`src/rtl/dec_onehot_scan.sv`:
```
// dec_onehot_scan: registered binary-to-one-hot decoder with enable, load strobe and an
// optional free-running scan mode (digit/row select for multiplexed displays).
//
// Build option: define DEC_SCAN_MODE_EN to build the SCAN state, the prescaler and the
// wrap pulse. Without it, mode is ignored, the block acts as DIRECT whenever enable=1
// and wrap is tied low. The port list is the same in both builds.
//
// Parameters:
//   WIDTH       index width (1..6); output width is 2**WIDTH
//   DIV         scan step period in clock cycles (>= 1)
// Ports:
//   clk         system clock, rising edge
//   rst_n       asynchronous active-low reset
//   enable      1 = output active; 0 = output forced to zero, state frozen
//   mode        0 = direct, 1 = scan
//   load        single-cycle strobe: capture binary_in into the index
//   binary_in   index to load
//   decoder_out registered one-hot output, bit[index] set (all zero when disabled)
//   index_out   current registered index, valid in every state
//   wrap        one-cycle pulse after the scan index steps from max to 0

module dec_onehot_scan #(
  parameter int unsigned WIDTH = 4,
  parameter int unsigned DIV   = 4
) (
  input  logic                    clk,
  input  logic                    rst_n,
  input  logic                    enable,
  input  logic                    mode,
  input  logic                    load,
  input  logic [WIDTH-1:0]        binary_in,
  output logic [(2**WIDTH)-1:0]   decoder_out,
  output logic [WIDTH-1:0]        index_out,
  output logic                    wrap
);

  localparam int unsigned OutW = 2 ** WIDTH;

  typedef enum logic [1:0] {
    StIdle,
    StDirect,
    StScan
  } state_e;

  state_e           state_d;
  logic [WIDTH-1:0] index_q, index_d;
  logic [OutW-1:0]  dec_q, dec_d;

`ifdef DEC_SCAN_MODE_EN

  localparam int unsigned    PreW   = (DIV > 1) ? $clog2(DIV) : 1;
  localparam logic [PreW-1:0] PreMax = PreW'(DIV - 1);
  localparam logic [WIDTH-1:0] IdxMax = '1;

  state_e          state_q;
  logic [PreW-1:0] presc_q, presc_d;
  logic            wrap_q, wrap_d;

  always_comb begin
    state_d = StIdle;
    if (enable) begin
      state_d = mode ? StScan : StDirect;
    end

    index_d = index_q;
    presc_d = presc_q;
    wrap_d  = 1'b0;

    unique case (state_d)
      StIdle: begin
        // Everything held; load ignored.
      end
      StDirect: begin
        presc_d = '0;
        if (load) begin
          index_d = binary_in;
        end
      end
      StScan: begin
        if (load) begin
          // Load beats step, even on the terminal prescaler count.
          index_d = binary_in;
          presc_d = '0;
        end else if (state_q != StScan) begin
          // Entry edge: restart the period so the first step is DIV cycles away.
          presc_d = '0;
        end else if (presc_q == PreMax) begin
          presc_d = '0;
          index_d = index_q + 1'b1;
          wrap_d  = (index_q == IdxMax);
        end else begin
          presc_d = presc_q + 1'b1;
        end
      end
      default: begin
      end
    endcase

    dec_d = enable ? (OutW'(1) << index_d) : '0;
  end

  always_ff @(posedge clk or negedge rst_n) begin
    if (!rst_n) begin
      state_q <= StIdle;
      index_q <= '0;
      presc_q <= '0;
      wrap_q  <= 1'b0;
      dec_q   <= '0;
    end else begin
      state_q <= state_d;
      index_q <= index_d;
      presc_q <= presc_d;
      wrap_q  <= wrap_d;
      dec_q   <= dec_d;
    end
  end

  assign wrap = wrap_q;

`else

  // Scan hardware is not built: mode and DIV have no effect in this configuration.
  localparam int unsigned UnusedDiv = DIV;
  logic unused_mode;
  assign unused_mode = mode;

  always_comb begin
    state_d = enable ? StDirect : StIdle;
    index_d = index_q;

    unique case (state_d)
      StIdle: begin
      end
      StDirect: begin
        if (load) begin
          index_d = binary_in;
        end
      end
      default: begin
      end
    endcase

    dec_d = enable ? (OutW'(1) << index_d) : '0;
  end

  always_ff @(posedge clk or negedge rst_n) begin
    if (!rst_n) begin
      index_q <= '0;
      dec_q   <= '0;
    end else begin
      index_q <= index_d;
      dec_q   <= dec_d;
    end
  end

  assign wrap = 1'b0;

`endif

  assign decoder_out = dec_q;
  assign index_out   = index_q;

endmodule

```
`config.mk`:
```
export PLATFORM = sky130hd
export DESIGN_NAME = dec_onehot_scan
export DESIGN_NICKNAME = d
export VERILOG_FILES = /design/src/rtl/dec_onehot_scan.sv
export SDC_FILE = /design/constraint.sdc
export NUM_CORES = 1
export LEC_CHECK = 0
export BUFFER_PORTS_ARGS = -buffer_cell sky130_fd_sc_hd__buf_4
export CORE_ASPECT_RATIO = 1.25
export CORE_MARGIN = 2
export CORE_UTILIZATION = 48
export CTS_CLUSTER_SIZE = 24
export DETAILED_ROUTE_END_ITERATION = 12
export GPL_ROUTABILITY_DRIVEN = 0
export PLACE_DENSITY_LB_ADDON = 0.12
export SYNTH_ARGS = -nofsm -noshare
export SYNTH_HDL_FRONTEND = slang
export SYNTH_SLANG_ARGS = --single-unit
```
`constraint.sdc`:
```
create_clock -name clk -period 1.6 [get_ports clk]
set_input_delay 0.24 -clock clk [delete_from_list [all_inputs] [get_ports clk]]
set_output_delay 0.24 -clock clk [all_outputs]
set_load 0.005 [all_outputs]
```
======== Word level (Yosys, flattened, before mapping) ========
Cells that the tools add are included.
storage, ports and cells
  bits in read-only memories .............. 0
  RAM bits ................................ 0
  output and inout port bits .............. 21
  bits in registers ....................... 20
  latch bits .............................. 0
  memories ................................ 0
cells by class
  magnitude comparators ................... 0
  add/sub/neg operators ................... 0
  reduce and logical (&&, ||, !) cells .... 0
  equal/unequal tests ..................... 1
  $mul .................................... 0
  shift-type cells ........................ 1
  multiplexer cells ....................... 4
  div/mod/pow operators ................... 0
  bitwise gates (word level) .............. 0
operators by type and width
  cell                                              count
  2-to-1 mux 16 bit                                 1
  << shifter 1 x 4 -> 16 bit, first input constant  1
  2-to-1 mux 4 bit                                  2
  equality test 1 bit, second input constant        1
  2-to-1 mux 1 bit                                  1

======== Depth between registers and ports, before layout ========
  word-level depth ........................ 5
  gate-level depth with buffers ........... 4
  depth with buffers taken out ............ 3

======== Worst setup path before layout ========
No wires, ideal clock.
  path kind ............................... register to register
  from .................................... register index_q[1] (netlist: index_out[1])
  to ...................................... register dec_q[4] (netlist: decoder_out[4])
  arrival ................................. 1.076 ns
  setup time .............................. 0.066 ns
  slack ................................... 0.458 ns
  cell stages (with the launch flop) ...... 4
  cells stage by stage .................... dfrtp_1 nor4bb_4 a22o_1 and2_1
between the ends
  word-level cells in the longest chain between the ends .. 4
ends and longest elaborated chain
  what                            RTL line  RTL
  from (decl)                     46        logic [WIDTH-1:0] index_q, index_d;
  from (signal assigned)          151       index_q <= index_d;
  2-to-1 mux 4 bit                135       if (load) begin
  2-to-1 mux 4 bit (*)            131       unique case (state_d)
  << shifter 1 x 4 -> 16 bit (*)  143       dec_d = enable ? (OutW'(1) << index_d) : '0;
  2-to-1 mux 16 bit (*)           143
  named net dec_d[4]              47        logic [OutW-1:0] dec_q, dec_d;
  to (signal assigned)            149       dec_q <= '0;
  to (signal assigned)            152       dec_q <= dec_d;
  to (decl)                       47
The timed path passes the listed nets; every way through them passes the cells marked *.

======== Worst setup path after layout ========
  from .................................... register index_q[1] (netlist: index_out[1])
  to ...................................... output port index_out[1]
RTL lines
  what       RTL line  RTL
  to (decl)  33        output logic [WIDTH-1:0] index_out,
No word-level cell between the ends.

==> impl_metrics.py <==
metrics = {
    "outcome": {
        "status": "complete, no violations",
    },
    "timing": {
        "setup-violations-final": 0,
        "min_period_ns": 1.28,
        "finalHoldViolations": 0,
        "maxSlewViolCount": 0,
        "max_freq_mhz": 784,
        "setup_tns_ns": 0,
        "final.setup_skew_ns": 0.000623,
        "rsz0062_at_grt": "false",
        "min_period_over_period": 0.798,
    },
    "worst_setup_path": {
        "cp_num_buf_inv": 1,
        "end_kind": "output port",
        "crit_slowest_cell": "dfrtp_1",
        "path_cells": "buf_4",
        "start_kind": "flop",
        "r2r_slack_ns": 0.35,
        "cpLargestDelayFamily": "flip-flops",
        "crit_type": "flop to output port",
        "critical_path_arrival_ns": 1.04,
        "cp_max_fo": 6,
        "critPathRequiredTime_ns": 1.36,
        "slowest_delay_ns": 0.57,
    },
    "die": {
        "die_area_mm2": 0.00229,
        "dieHeight_um": 53.0,
        "start_util": 0.517,
        "core-area_mm2": 0.00179,
        "die_w_um": 43.2,
        "io_pins": 30,
        "rows": 17,
    },
    "global_routing": {
        "track_usage": 0.157,
        "antenna_found_initial": 0,
        "grt_overflow": 0,
        "grt_max_degree": 21,
        "grt_pass1_wl_um": 2620,
        "grt_pass1_vias": 583,
    },
    "detailed_routing": {
        "firstDrtPassIters": 4,
        "drc_errors": 0,
        "via_per_inst": 5.14,
        "vias": 627,
        "drt_iter0_drc": 10,
        "wire_per_inst_um": 12.7,
        "wl_um": 1550,
        "ant_nets": 0,
    },
    "job": {
        "cap_violations": 0,
    },
    "synthesis": {
        "syn_nets": 83,
        "ys_ff_latch": 20,
        "netlist_area_um2": 923,
        "synth_seq_area_share": 0.542,
        "synth-edff-count": 0,
        "synthArstFlopShare": 1.00,
        "synth_flop_cell": "dfrtp_1",
        "yosysMostFrequentCell": "dfrtp_1",
        "ys_types": 29,
        "yosysTopAreaCellShare": 0.542,
        "yosys.area.top_type": "dfrtp_1",
        "syn_inst": 74,
        "synth_common_cells": "dfrtp_1, nor2_1",
        "synth_area_leaders": "dfrtp_1, nor2_1, mux2_4",
        "postSynthAreaPerCell_um2": 12.5,
        "yosysWarnings": 0,
    },
    "clock_network": {
        "ctsHtreeMaxLevel": 1,
        "clk-insertion-delay-late_ns": 0.28,
        "cts.clk_slew.worst_paths_ns": 0.10,
        "cts_tree": "done",
        "cts_buffers": 3,
        "cts.sinks": 20,
        "cts_buffer_depth": 2,
        "ctsResizeCount": 0,
        "cts_root_buf": "clkbuf_4",
    },
    "cells_and_area": {
        "layout.nets": 113,
        "drive_above_1_share": 0.388,
        "diodes": 0,
        "area_growth_pct": 27.0,
    },
    "power": {
        "pwr_density_cell_mw_per_mm2": 882,
        "finalPower_mw": 1.03,
        "ir_drop_mv": 0.580,
        "p_leak_nw": 0.606,
    },
    "place": {
        "hpwl_um": 1180,
        "io_buffers": 27,
    },
    "worst_hold_path": {
        "hp-class": "input port to flop",
    },
}
-- area by class of cell --
class | count | area (µm²)
Multi-Input combinational cell | 48 | 388
Fill cell | 151 | 614
Tap cell | 19 | 23.8
Clock buffer | 4 | 36.3
Inverter | 3 | 11.3
Timing Repair Buffer | 28 | 213
Sequential cell | 20 | 500
-- path summary, 6_finish.rpt --
path,startpoint,endpoint,depth (start not counted)
setup / recovery,index_out[1],index_out[1],1
hold / removal,binary_in[1],index_out[1],2
setup reg to reg,index_out[1],decoder_out[4],3
hold reg to reg,index_out[0],index_out[0],2
max in group asynchronous,rst_n,decoder_out[12],2
min in group asynchronous,rst_n,decoder_out[14],2
-- flip-flops by register name, summed over array words and instances (netlist names) --
signal	count
index_out	4
decoder_out	16
-- placed cells by master (no fill, tap or decap), drive strengths merged, types with 2 or more instances in the layout --
master  instances
buf            27
dfrtp          20
nor2           13
o21ai           5
clkbuf          4
a31oi           4
mux2            3
inv             3
and4b           3
and3b           3
nor3b           3
nand2           2
-- power breakdown --
group          leakage [nW]  switching (mW)  total [mW]  internal [mW]
combinational         0.316          0.0865       0.191          0.104
sequential            0.269          0.0347       0.567          0.532
clock                0.0210           0.139       0.277          0.138
total                 0.606           0.260        1.03          0.774
-- metal layers --
layer	part of all wire	up-vias	global-route usage
met3	0.059	2	0.0307
met5	0	-	0
met4	0.0064	0	0.0606
met1	0.41	288	0.192
met2	0.53	22	0.269
li1	-	315	-
-- logic make-up after synthesis --
logic type | count (synthesis) | share of synthesized area
buffers and inverters | 6 | 0.0379
DFF | 20 | 0.542
and+or+nand+nor | 32 | 0.248
AOI/OAI and AO/OA | 11 | 0.108
other | 1 | 0.00406
muxes | 4 | 0.0596
-- timing repair --
| action | 4_1_cts | 5_1_grt |
|---|---|---|
| endpoints found under the hold margin | 20 | 0 |
| hold buffers | 1 | 0 |
| setup buffers | 0 | 0 |
| setup endpoints to repair | 0 | 0 |
-- metrics by stage --
| step | instances | setup WS (ns) | utilization | hold slack, ns | area, µm² |
|---|---|---|---|---|---|
| after floorplan | 74 | 0.458 | - | -0.0556 | 923 |
| after global placement | 117 | 0.389 | 0.630 | 0.124 | 1130 |
| after detailed placement | 117 | 0.366 | 0.630 | 0.127 | 1130 |
| after CTS | 122 | 0.311 | 0.656 | 0.210 | 1170 |
| after global routing | 122 | 0.270 | 0.656 | 0.204 | 1170 |
| final | 122 | 0.324 | 0.656 | 0.220 | 1170 |
No activity file was read; power rests on OpenSTA's default activity.
